### src/rtl/cv32e40x_pkg.sv
// Shared types and constants for the write-back trace buffer.
package cv32e40x_pkg;

  // Width of the hart ID slice kept in each trace record.
  localparam int TRACE_HARTID_W = 4;

  // Saturation value of the dropped-event counter.
  localparam logic [15:0] TRACE_DROP_CNT_MAX = 16'hFFFF;

  // One captured write-back instruction (69 bits, pc in the MSBs).
  typedef struct packed {
    logic [31:0]               pc;
    logic [31:0]               instr;
    logic                      illegal;
    logic [TRACE_HARTID_W-1:0] hartid;
  } trace_rec_t;

  // Occupancy of the trace FIFO.
  typedef enum logic [1:0] {
    OCC_EMPTY,
    OCC_PARTIAL,
    OCC_FULL
  } occ_state_e;

endpackage

### src/rtl/cv32e40x_trace_fifo_mem.sv
// Record storage and read/write pointers of the trace FIFO. The pointers wrap
// modulo DEPTH; push/pop are already qualified by the controller.
module cv32e40x_trace_fifo_mem
  import cv32e40x_pkg::*;
#(
  parameter int DEPTH = 4
) (
  input  logic       clk,
  input  logic       rst_n,
  input  logic       clear,
  input  logic       push,
  input  logic       pop,
  input  trace_rec_t wdata,
  output trace_rec_t rdata
);

  localparam int PW = $clog2(DEPTH);

  logic [PW-1:0] wr_ptr;
  logic [PW-1:0] rd_ptr;
  trace_rec_t    mem [DEPTH];

  // Pointer update: reset and clear return both pointers to slot 0.
  always_ff @(posedge clk) begin
    // NOTE: sequential state uses non-blocking assignments so every flop samples pre-edge values.
    if (!rst_n || clear) begin
      wr_ptr <= '0;
      rd_ptr <= '0;
    end else begin
      if (push) wr_ptr <= wr_ptr + PW'(1);
      if (pop)  rd_ptr <= rd_ptr + PW'(1);
    end
  end

  // Record write into the tail slot.
  always_ff @(posedge clk) begin
    // NOTE: storage has no reset; stale slots are never visible because level gates valid.
    if (push) mem[wr_ptr] <= wdata;
  end

  assign rdata = mem[rd_ptr];

endmodule

### src/rtl/cv32e40x_wb_trace_buffer.sv
// Captures write-back instructions (illegal only, or all) into a small FIFO
// for a trace reader, counting events dropped while the FIFO is full.
module cv32e40x_wb_trace_buffer
  import cv32e40x_pkg::*;
#(
  parameter int DEPTH       = 4,
  parameter bit CAPTURE_ALL = 1'b0
) (
  input  logic                       clk,
  input  logic                       rst_n,
  input  logic                       wb_valid_i,
  input  logic                       wb_illegal_i,
  input  logic [31:0]                wb_pc_i,
  input  logic [31:0]                wb_instr_i,
  input  logic [31:0]                mhartid_i,
  input  logic                       clear_i,
  output logic                       trace_valid_o,
  input  logic                       trace_ready_i,
  output trace_rec_t                 trace_rec_o,
  output logic                       overflow_o,
  output logic [15:0]                drop_cnt_o,
  output logic [$clog2(DEPTH):0]     level_o
);

  localparam int              LW         = $clog2(DEPTH) + 1;
  localparam logic [LW-1:0]   LEVEL_FULL = LW'(DEPTH);

  occ_state_e    state_q, state_d;
  logic [LW-1:0] level_q, level_d;
  logic          overflow_q;
  logic [15:0]   drop_cnt_q;
  logic          capture;
  logic          push;
  logic          pop;
  logic          drop;
  trace_rec_t    wr_rec;
  logic          unused_hartid;

  assign capture = wb_valid_i && (wb_illegal_i || CAPTURE_ALL);

  // Pop frees the head slot, so a capture into a full FIFO still lands when
  // the reader takes a record on the same edge. Clear and reset win over both.
  assign pop  = rst_n && !clear_i && trace_valid_o && trace_ready_i;
  assign push = rst_n && !clear_i && capture && ((state_q != OCC_FULL) || pop);
  assign drop = !clear_i && capture && (state_q == OCC_FULL) && !pop;

  assign wr_rec        = '{pc: wb_pc_i, instr: wb_instr_i, illegal: wb_illegal_i,
                           hartid: mhartid_i[TRACE_HARTID_W-1:0]};
  assign unused_hartid = ^mhartid_i[31:TRACE_HARTID_W];

  cv32e40x_trace_fifo_mem #(
    .DEPTH (DEPTH)
  ) u_fifo_mem (
    .clk   (clk),
    .rst_n (rst_n),
    .clear (clear_i),
    .push  (push),
    .pop   (pop),
    .wdata (wr_rec),
    .rdata (trace_rec_o)
  );

  // Next occupancy level and state from push/pop/clear.
  always_comb begin
    // NOTE: every always_comb output gets a default first so no latch is inferred.
    level_d = level_q;
    state_d = state_q;
    unique case ({push, pop})
      2'b10:   level_d = level_q + LW'(1);
      2'b01:   level_d = level_q - LW'(1);
      default: level_d = level_q;
    endcase
    if (clear_i) level_d = '0;
    if (level_d == '0)             state_d = OCC_EMPTY;
    else if (level_d == LEVEL_FULL) state_d = OCC_FULL;
    else                            state_d = OCC_PARTIAL;
  end

  // Occupancy state and level registers.
  always_ff @(posedge clk) begin
    if (!rst_n) begin
      state_q <= OCC_EMPTY;
      level_q <= '0;
    end else begin
      state_q <= state_d;
      level_q <= level_d;
    end
  end

  // Sticky overflow flag and saturating drop counter.
  always_ff @(posedge clk) begin
    if (!rst_n || clear_i) begin
      overflow_q <= 1'b0;
      drop_cnt_q <= '0;
    end else if (drop) begin
      overflow_q <= 1'b1;
      if (drop_cnt_q != TRACE_DROP_CNT_MAX) drop_cnt_q <= drop_cnt_q + 16'd1;
    end
  end

  assign trace_valid_o = (level_q != '0);
  assign overflow_o    = overflow_q;
  assign drop_cnt_o    = drop_cnt_q;
  assign level_o       = level_q;

endmodule

### config.mk
export PLATFORM = sky130hd
export DESIGN_NAME = cv32e40x_wb_trace_buffer
export DESIGN_NICKNAME = d
export VERILOG_FILES = /design/src/rtl/cv32e40x_pkg.sv /design/src/rtl/cv32e40x_trace_fifo_mem.sv /design/src/rtl/cv32e40x_wb_trace_buffer.sv
export SDC_FILE = /design/constraint.sdc
export NUM_CORES = 1
export LEC_CHECK = 0
export ABC_AREA = 1
export BUFFER_PORTS_ARGS = -buffer_cell sky130_fd_sc_hd__buf_4
export CORE_MARGIN = 2
export CORE_UTILIZATION = 56
export DETAILED_ROUTE_END_ITERATION = 10
export PLACE_DENSITY = 0.8
export SYNTH_ARGS = -nofsm -noshare
export SYNTH_HDL_FRONTEND = slang
export SYNTH_SLANG_ARGS = --single-unit
### constraint.sdc
create_clock -name clk -period 6.94 [get_ports clk]
set_input_delay 2.082 -clock clk [delete_from_list [all_inputs] [get_ports clk]]
set_output_delay 2.082 -clock clk [all_outputs]
set_load 0.01 [all_outputs]
==> out/metrics.csv, run 1 <==
stage;metric;value;unit
synthesis;register area share after synthesis;0.754;
die;# rows;52;
clock_tree;H-tree Lvls;1;
route;Final ANT Viol Nets;0;
placement;I/O Buffers;163;
sta;relative slew slack;0.406;
route;initial drt markers;572;
setup_path;RR Endpoint;u_fifo_mem.mem[0][25]$_DFFE_PP_;
synthesis;Avg Cell Area, Syn;13.0;sq um
flow_run;MaxCap Viol Count;0;
route;DRC Markers;0;
clock_tree;Bufs on Longest Clock Path;3;
clock_tree;CTS tree;done;
sta;clock skew;0.0171;ns
setup_path;r2r worst-path depth;7;
setup_path;flop-to-flop setup slack;4.35;ns
synthesis;synth unique cells;26;
setup_path;CP most frequent cell;buf_4;
synthesis;Synthesis Warnings;0;
clock_tree;cts bufs inserted;29;
setup_path;largest fanout on the critical path;93;
worst_hold_path;Hold WC Path Type;reg -> reg;
placement;post-placement worst setup slack;2.09;ns
placement;GPL Wtd Cong;0.857;
global_routing;GRT Util Overall;0.215;
sta;post-route setup TNS;0;ns
setup_path;Setup crit end;trace_rec_o[51];
sta;post-layout min period;5.02;ns
layout;commonest non-fill, non-tap cells in the layout;edfxtp_1, buf_4, nor2_1;
layout;n_diodes;0;
layout;post-layout util;0.694;
synthesis;Mapped Cells;904;
route;routed len/inst;17.6;um
global_routing;first-pass GRT wire length;37.1;mm
layout;# fillers;1401;
setup_path;worst path bufs/invs;3;
die;Starting Density;0.576;
sta;Max Freq;199;MHz
clock_tree;# hold bufs at CTS;0;
clock_tree;CTS root buf;clkbuf_16;
die;die height;149;um
setup_path;crit path DAT;2.93;ns
sta;Slew Limit Fails;0;
global_routing;pin count of the biggest net entering global routing;94;
power_and_ir_drop;Pwr per Cell Area;254;mW/mm^2
setup_path;crit start category;flop;
setup_path;CP top delay family;buffers and inverters;
synthesis;register bit total from synthesis;304;
layout;final instance area;0.0141;sq mm
route;Pre-antenna DRT Iters;5;
power_and_ir_drop;Pleak;4.99;nW
layout;P&R area growth vs syn;20.6;%
setup_path;slowest stage delay, CP;0.74;ns
setup_path;worst path required time;4.86;ns
global_routing;initial antenna violation count;1;
clock_tree;Clk Latency, worst-skew pair;0.54;ns
sta;Tightest Pin Transition;0.891;ns
sta;crit path setup slack, layout;1.92;ns
placement;Final HPWL DP;13.4;mm
clock_tree;cts repair resizes;0;
layout;most common cell after layout, fill and taps aside;edfxtp_1;
layout;Sequential Area;0.00885;sq mm
die;Top Ports;192;
die;die area;0.0221;sq mm
placement;DP Area;0.0132;sq mm
route;Via Count;7498;
route;drt via density;5.56;
global_routing;grt total ovfl;0;
layout;area of the multi-input gates;0.00255;sq mm
sta;setup violators final;0;
die;Core ar.;0.0204;sq mm
setup_path;crit-path cells;inv_4 > buf_4 > o21ai_0 > o22ai_1 > buf_4;
clock_tree;Post-CTS Setup Repair Bufs;0;
run_status;status;finished clean;
setup_path;Crit-path slowest cell;inv_4;
power_and_ir_drop;peak supply drop;0.230;mV
layout;layout cells sized above 1;0.210;
sta;Final Cycle Share;0.723;
synthesis;post-synth net total;1012;
setup_path;crit end category;output port;
route;Routed WL;23.8;mm
setup_path;WP depth;5;
sta;Hold Fails Final Rpt;0;
clock_tree;Reg clk slew, reported paths;0.06;ns
die;Die Wd;149;um
layout;Post-layout nets;1166;
setup_path;worst reg2reg path startpoint;level_o[0]$_SDFF_PN0_;
setup_path;critical setup path kind;reg -> out;
synthesis;mapped cell area;0.0117;sq mm
sta;RSZ-0062 raised after global routing;no;
global_routing;vias in the first global route;7404;
clock_tree;clock sinks;304;
-- worst reg2reg max path, cell delays in order (launching register included) --
cell	delay [ns]
dfxtp_1	0.40
inv_1	0.11
nand3_4	0.14
nand2_8	0.07
a21oi_1	0.21
inv_1	0.22
nor2_4	0.72
buf_12	0.37
-- report_power, final --
part | leakage [nW] | switching [mW] | total, mW | internal, mW
Sequential | 2.71 | 0.00276 | 2.01 | 2.00
Clock | 0.443 | 0.621 | 1.50 | 0.879
Combinational | 1.84 | 0.0474 | 0.0907 | 0.0434
-- stage by stage --
step / hold WS, ns / cells / total power, mW
after floorplan: 0.436 / 904 / 2.07
after CTS: 0.462 / 1349 / 3.62
after global routing: 0.497 / 1349 / 3.71
after detailed placement: 0.451 / 1297 / 2.14
final: 0.462 / 1349 / 3.60
after global placement: 0.450 / 1297 / 2.13
-- final cells by class --
type	instances	share of cell area
well taps	270	0.0239
repair buffers	171	0.0943
inverters	39	0.0105
flip-flops and latches	304	0.626
clock inverters	15	0.0110
clock buffers	37	0.0534
multi-input cells	513	0.181
-- synth_stat cells --
library cell  number  area share
a21oi_1           21      0.0090
buf_2              8      0.0034
buf_4              1     0.00064
buf_6              2      0.0019
clkbuf_1          37       0.012
dfxtp_1           28       0.048
edfxtp_1         276        0.71
fa_1               1      0.0017
ha_1               5      0.0053
inv_1             37       0.012
inv_2              2     0.00064
nand2_1           57       0.018
nand2_2            1     0.00053
nand2_4            1     0.00096
nand2_8            1      0.0017
nand3_1           22      0.0094
nand3_4            2      0.0030
nand4_1            7      0.0037
nor2_1           165       0.053
nor2_2             1     0.00053
nor2_4             3      0.0029
nor3_1             7      0.0030
nor3_2             1     0.00085
o21ai_0          145       0.062
o22ai_1           69       0.037
xor2_1             4      0.0030
-- flip-flops by register name, summed over array words and instances (netlist names), named ones only --
register	cells
u_fifo_mem.mem	276
u_fifo_mem.rd_ptr	2
state_q	2
overflow_o	1
drop_cnt_o	16
u_fifo_mem.wr_ptr	2
level_o	3
-- worst min-delay path by stage --
stage | startpoint | to | depth (start not counted) | slack [ns]
after floorplan | u_fifo_mem.rd_ptr[1]$_SDFFE_PP0N_ | flop | 2 | 0.44
after global placement | u_fifo_mem.rd_ptr[1]$_SDFFE_PP0N_ | flop | 2 | 0.45
after detailed placement | u_fifo_mem.rd_ptr[1]$_SDFFE_PP0N_ | flop | 2 | 0.45
after CTS | u_fifo_mem.rd_ptr[1]$_SDFFE_PP0N_ | flop | 2 | 0.46
after global routing | u_fifo_mem.rd_ptr[1]$_SDFFE_PP0N_ | flop | 2 | 0.50
final | u_fifo_mem.rd_ptr[1]$_SDFFE_PP0N_ | flop | 2 | 0.46
-- routing by layer --
layer,share of wire,global-route usage,vias up
met5,0.00055,0,-
met4,0.017,0.0595,2
met3,0.078,0.0439,33
met2,0.50,0.370,245
met1,0.41,0.281,3615
li1,-,-,3603
-- logic make-up after synthesis --
| family | synth area share |
|---|---|
| buffers and inverters | 0.0303 |
| AND/OR/NAND/NOR | 0.0976 |
| AO/OA/AOI/OAI | 0.108 |
| XOR/XNOR | 0.00299 |
| adder cells (fa/ha/maj) | 0.00704 |
| flip-flops | 0.754 |
No activity file was read; power rests on OpenSTA's default activity.
==> run 2, diff against run 1 <==
ABC_AREA = 0   (was 1)
CORE_UTILIZATION = 50   (was 56)
PLACE_DENSITY = 0.76   (was 0.8)
clock period = 4.1 ns   (was 6.94 ns; I/O delays follow)
==> out/metrics.csv, run 2 <==
stage;metric;value;unit
synthesis;top cells by count, synth;edfxtp_1, mux4_2, dfxtp_1, nor2_1, xnor2_1;
die;Top Ports;192;
clock_tree;Reg clk slew, reported paths;0.06;ns
sta;post-route setup TNS;0;ns
clock_tree;# hold bufs at CTS;0;
synthesis;FFs w/ async S/R, synth;0;
sta;Slew Limit Fails;0;
layout;Most flops, register;u_fifo_mem.mem;
synthesis;Mapped Cells;518;
setup_path;worst path required time;2.87;ns
flow_run;MaxCap Viol Count;0;
sta;relative slew slack;0.328;
synthesis;largest family of logic cells by synthesized area;multiplexers;
synthesis;Synth top area share;0.728;
clock_tree;clock sinks;304;
worst_hold_path;hold depth;2;
setup_path;crit path DAT;2.16;ns
synthesis;Yosys top cell by area;edfxtp_1;
clock_tree;Post-CTS Setup Repair Bufs;0;
layout;area of the multi-input gates;0.00241;sq mm
synthesis;adder-cell share of the synthesized area;0.00725;
die;Starting Density;0.506;
synthesis;count leader, synth;edfxtp_1;
setup_path;crit-path cells;buf_12 > mux4_2 > buf_4;
global_routing;first-pass GRT wire length;32.6;mm
sta;Hold Fails Final Rpt;0;
clock_tree;Clk Latency, worst-skew pair;0.53;ns
route;Routed WL;21.0;mm
sta;Tightest Pin Transition;1.01;ns
setup_path;worst path bufs/invs;2;
synthesis;register bit total from synthesis;304;
synthesis;Top FF cell, synth;edfxtp_1;
die;die area;0.0240;sq mm
power_and_ir_drop;peak supply drop;0.234;mV
clock_tree;Bufs on Longest Clock Path;3;
die;Die Wd;155;um
sta;post-layout min period;3.39;ns
synthesis;Synth Area in Compound Gates;0.00604;
setup_path;slowest stage delay, CP;0.62;ns
global_routing;grt total ovfl;0;
setup_path;crit end category;output port;
route;Via Count;5552;
route;Pre-antenna DRT Iters;4;
setup_path;crit start category;flop;
route;routed len/inst;20.9;um
synthesis;post-synth net total;626;
synthesis;multiplexer area fraction after synthesis;0.142;
global_routing;pin count of the biggest net entering global routing;70;
global_routing;initial antenna violation count;0;
setup_path;r2r worst-path depth;8;
layout;n_diodes;0;
route;drt via density;5.52;
worst_hold_path;Hold WC Path Type;reg -> reg;
sta;crit path setup slack, layout;0.707;ns
layout;most common cell after layout, fill and taps aside;edfxtp_1;
layout;P&R area growth vs syn;23.2;%
clock_tree;CTS root buf;clkbuf_16;
clock_tree;cts bufs inserted;29;
synthesis;register area share after synthesis;0.777;
sta;setup violators final;0;
placement;post-placement worst setup slack;0.667;ns
global_routing;vias in the first global route;5962;
global_routing;GRT Util Overall;0.175;
placement;Placed Cells incl. Taps;953;
power_and_ir_drop;Pwr per Cell Area;444;mW/mm^2
clock_tree;cts repair resizes;0;
sta;Final Cycle Share;0.828;
power_and_ir_drop;Pleak;4.61;nW
route;Final ANT Viol Nets;0;
setup_path;CP top delay family;multiplexers;
setup_path;Crit-path slowest cell;mux4_2;
synthesis;XOR/XNOR Fraction of Synth Area;0.0131;
route;initial drt markers;303;
synthesis;mapped cell area;0.0114;sq mm
layout;layout cells sized above 1;0.428;
layout;fin cells;1005;
die;die height;155;um
synthesis;Avg Cell Area, Syn;22.0;sq um
die;Core ar.;0.0225;sq mm
sta;WHS;0.454;ns
placement;Final HPWL DP;12.9;mm
route;DRC Markers;0;
synthesis;synth unique cells;43;
clock_tree;CTS tree;done;
clock_tree;H-tree Lvls;1;
synthesis;number of synthesized flops with an enable pin;276;
placement;GPL Wtd Cong;0.839;
synthesis;Synthesis Warnings;0;
run_status;status;finished clean;
sta;Max Freq;295;MHz
synthesis;synth top area cells;edfxtp_1, mux4_2, dfxtp_1;
setup_path;WP depth;3;
layout;commonest non-fill, non-tap cells in the layout;edfxtp_1, buf_4, mux4_2;
setup_path;critical setup path kind;reg -> out;
layout;Largest register FFs;276;
setup_path;largest fanout on the critical path;69;
sta;clock skew;0.0209;ns
layout;Post-layout nets;807;
die;# rows;55;
placement;I/O Buffers;163;
synthesis;Post-Synth Simple-Gate Area;0.0428;
layout;Sequential Area;0.00886;sq mm
sta;RSZ-0062 raised after global routing;no;
layout;# fillers;1551;
-- run 2: cell types whose count changed after synthesis, sizes merged, moves of 35 or more --
cell / delta
o21ai: -144
nor2: -142
mux4: +69
o22ai: -69
nand2: -54
inv: -35
-- run 2: final timing paths --
path	endpoint	slack, ns	from
min reg2reg	overflow_o$_SDFFE_PP0P_	0.45	overflow_o$_SDFFE_PP0P_
max	trace_rec_o[8]	0.71	flop
min	overflow_o$_SDFFE_PP0P_	0.45	overflow_o$_SDFFE_PP0P_
max reg2reg	state_q[1]$_SDFF_PP0_	1.69	level_o[1]$_SDFF_PN0_
-- run 2: layout make-up --
| type | instances | area share |
|---|---|---|
| well taps | 285 | 0.0254 |
| flip-flops and latches | 304 | 0.632 |
| repair buffers | 173 | 0.101 |
| inverters | 4 | 0.00107 |
| clock buffers | 32 | 0.0526 |
| multi-input cells | 187 | 0.172 |
| clock inverters | 20 | 0.0164 |
-- run 2: layer usage --
layer	global-route usage	share of wire	wire, um
met1	0.234	0.41	8560
met2	0.297	0.51	10700
met3	0.0460	0.075	1570
met4	0.0344	0.0091	191
met5	0	0	0
-- run 2: where the power goes --
part	switching [mW]	internal (mW)
clock network	1.08	1.61
logic	0.0689	0.0751
registers	0.00363	3.39
-- run 2: metrics by stage --
step | utilization | cell area [sq um] | total power [mW]
after floorplan | - | 11400 | 3.50
after global placement | 0.580 | 13100 | 3.59
after detailed placement | 0.580 | 13100 | 3.60
after CTS | 0.623 | 14000 | 6.29
after global routing | 0.623 | 14000 | 6.42
final | 0.623 | 14000 | 6.22
-- run 2: tightest hold or removal path, cell delays in order, from the launching register on --
cell and delay (ns):
dfxtp_1 0.31, inv_1 0.05, a21oi_1 0.05
-- run 2: cells by family (layout without fill, tap and decap cells) --
group / count (synthesis) / in the layout
adder cells (fa/ha/maj): 6 / 6
buffers and inverters: 27 / 229
AO/OA/AOI/OAI: 10 / 10
flip-flops: 304 / 304
AND/OR/NAND/NOR: 80 / 80
XOR/XNOR: 17 / 17
multiplexers: 74 / 74
==> run 3, diff against run 2 <==
clock period = 3 ns   (was 4.1 ns; I/O delays follow)
==> out/metrics.csv, run 3 (synthesis gave the netlist of run 2 again) <==
stage;metric;value;unit
run_status;status;finished clean;
sta;RSZ-0062 raised after global routing;no;
clock_tree;# hold bufs at CTS;0;
route;initial drt markers;405;
setup_path;RR Endpoint;drop_cnt_o[10]$_SDFFE_PP0P_;
worst_hold_path;Hold WC Path Type;reg -> reg;
setup_path;slowest stage delay, CP;0.56;ns
die;Die Wd;155;um
route;drt via density;5.47;
sta;WHS;0.494;ns
power_and_ir_drop;Pwr per Cell Area;592;mW/mm^2
placement;Final HPWL DP;13.9;mm
route;Final ANT Viol Nets;0;
layout;# fillers;1508;
sta;clock skew;0.0191;ns
setup_path;Crit-path slowest cell;mux4_2;
clock_tree;H-tree Lvls;1;
power_and_ir_drop;Pleak;4.70;nW
power_and_ir_drop;peak supply drop;0.353;mV
clock_tree;cts bufs inserted;29;
layout;Largest register FFs;276;
global_routing;grt total ovfl;0;
global_routing;GRT Util Overall;0.179;
route;Via Count;5589;
layout;most common cell after layout, fill and taps aside;edfxtp_1;
sta;setup violators final;0;
global_routing;initial antenna violation count;0;
layout;Most flops, register;u_fifo_mem.mem;
layout;Post-layout nets;821;
clock_tree;clock sinks;304;
die;die area;0.0240;sq mm
sta;Final Cycle Share;0.949;
setup_path;crit-path cells;buf_12 > mux4_2 > buf_4;
route;Pre-antenna DRT Iters;4;
route;routed len/inst;21.2;um
die;Core ar.;0.0225;sq mm
placement;I/O Buffers;163;
layout;final instance area;0.0142;sq mm
clock_tree;Clk Latency, worst-skew pair;0.54;ns
layout;layout cells sized above 1;0.438;
setup_path;worst path required time;2.10;ns
sta;post-layout min period;2.85;ns
global_routing;first-pass GRT wire length;33.0;mm
layout;Sequential Area;0.00886;sq mm
worst_hold_path;Worst Hold Launch;overflow_o$_SDFFE_PP0P_;
sta;Slew Limit Fails;0;
setup_path;critical setup path kind;reg -> out;
die;# rows;55;
sta;relative slew slack;0.350;
die;Top Ports;192;
setup_path;largest fanout on the critical path;26;
setup_path;crit start category;flop;
die;Starting Density;0.506;
placement;DP Area;0.0132;sq mm
setup_path;crit path DAT;1.95;ns
route;DRC Markers;0;
clock_tree;CTS tree;done;
sta;Hold Fails Final Rpt;0;
flow_run;MaxCap Viol Count;0;
die;die height;155;um
sta;Tightest Pin Transition;0.974;ns
global_routing;vias in the first global route;5962;
placement;GPL Wtd Cong;0.817;
clock_tree;Bufs on Longest Clock Path;3;
worst_hold_path;hold depth;2;
setup_path;r2r worst-path depth;5;
setup_path;flop-to-flop setup slack;0.69;ns
setup_path;crit end category;output port;
layout;n_diodes;0;
layout;commonest non-fill, non-tap cells in the layout;edfxtp_1, buf_4, mux4_2;
sta;Max Freq;351;MHz
sta;post-route setup TNS;0;ns
layout;area of the multi-input gates;0.00241;sq mm
global_routing;pin count of the biggest net entering global routing;31;
setup_path;worst path bufs/invs;2;
setup_path;CP top delay family;multiplexers;
route;Routed WL;21.7;mm
layout;P&R area growth vs syn;24.6;%
clock_tree;CTS root buf;clkbuf_16;
setup_path;worst reg2reg path startpoint;level_o[1]$_SDFF_PN0_;
clock_tree;Reg clk slew, reported paths;0.06;ns
worst_hold_path;Hold EP;overflow_o$_SDFFE_PP0P_;
## run 3: worst max path at each step
stage | endpoint | cells past startpoint | slack [ns] | startpoint
6_report | trace_rec_o[67] | 3 | 0.15 | flop
5_1_grt | trace_rec_o[25] | 3 | 0.05 | flop
4_1_cts | trace_rec_o[67] | 3 | 0.09 | flop
3_5_place_dp | state_q[1]$_SDFF_PP0_ | 8 | 0.37 | rst_n
3_3_place_gp | state_q[1]$_SDFF_PP0_ | 8 | 0.42 | rst_n
2_1_floorplan | u_fifo_mem.mem[0][0]$_DFFE_PP_ | 5 | -0.08 | rst_n
## run 3: routing by layer
| layer | vias up | routed length (um) | GRT usage | share of wire |
|---|---|---|---|---|
| li1 | 2519 | - | - | - |
| met1 | 2872 | 8630 | 0.227 | 0.40 |
| met2 | 171 | 11200 | 0.316 | 0.52 |
| met3 | 27 | 1450 | 0.0421 | 0.067 |
| met4 | 0 | 354 | 0.0445 | 0.016 |
| met5 | - | 0 | 0 | 0 |
## run 3: worst reg2reg max path, cell delays in order (launching register included)
cell and delay [ns]:
dfxtp_1 0.36, or3_4 0.42, a311o_1 0.68, nor3_2 0.41, a21oi_1 0.11, a31o_2 0.22
## run 3: cell type report
| class | count | area share |
|---|---|---|
| sequential | 304 | 0.624 |
| multi-input combinational | 187 | 0.170 |
| timing repair buffer | 187 | 0.112 |
| clock buffer | 38 | 0.0557 |
| tap | 285 | 0.0251 |
| clock inverter | 16 | 0.0113 |
| inverter | 4 | 0.00106 |
## run 3: per-stage QoR
stage	setup slack (ns)	util	cells	total power, mW
after floorplan	-0.0786	-	518	4.78
after global placement	0.424	0.587	965	4.92
after detailed placement	0.365	0.587	965	4.93
after CTS	0.0887	0.630	1021	8.49
after global routing	0.0529	0.630	1021	8.68
final	0.154	0.630	1021	8.40
## run 3: power by group
| group | switching (mW) | internal (mW) |
|---|---|---|
| registers | 0.00529 | 4.63 |
| clock network | 1.45 | 2.11 |
| logic | 0.0957 | 0.107 |
| total | 1.55 | 6.85 |
## run 3: repair_timing
action | 4_1_cts | 5_1_grt
buffers inserted | 2 | 0
gates resized for setup | 0 | 0
endpoints found under the hold margin | 0 | 0
endpoints found under the setup margin | 57 | 0
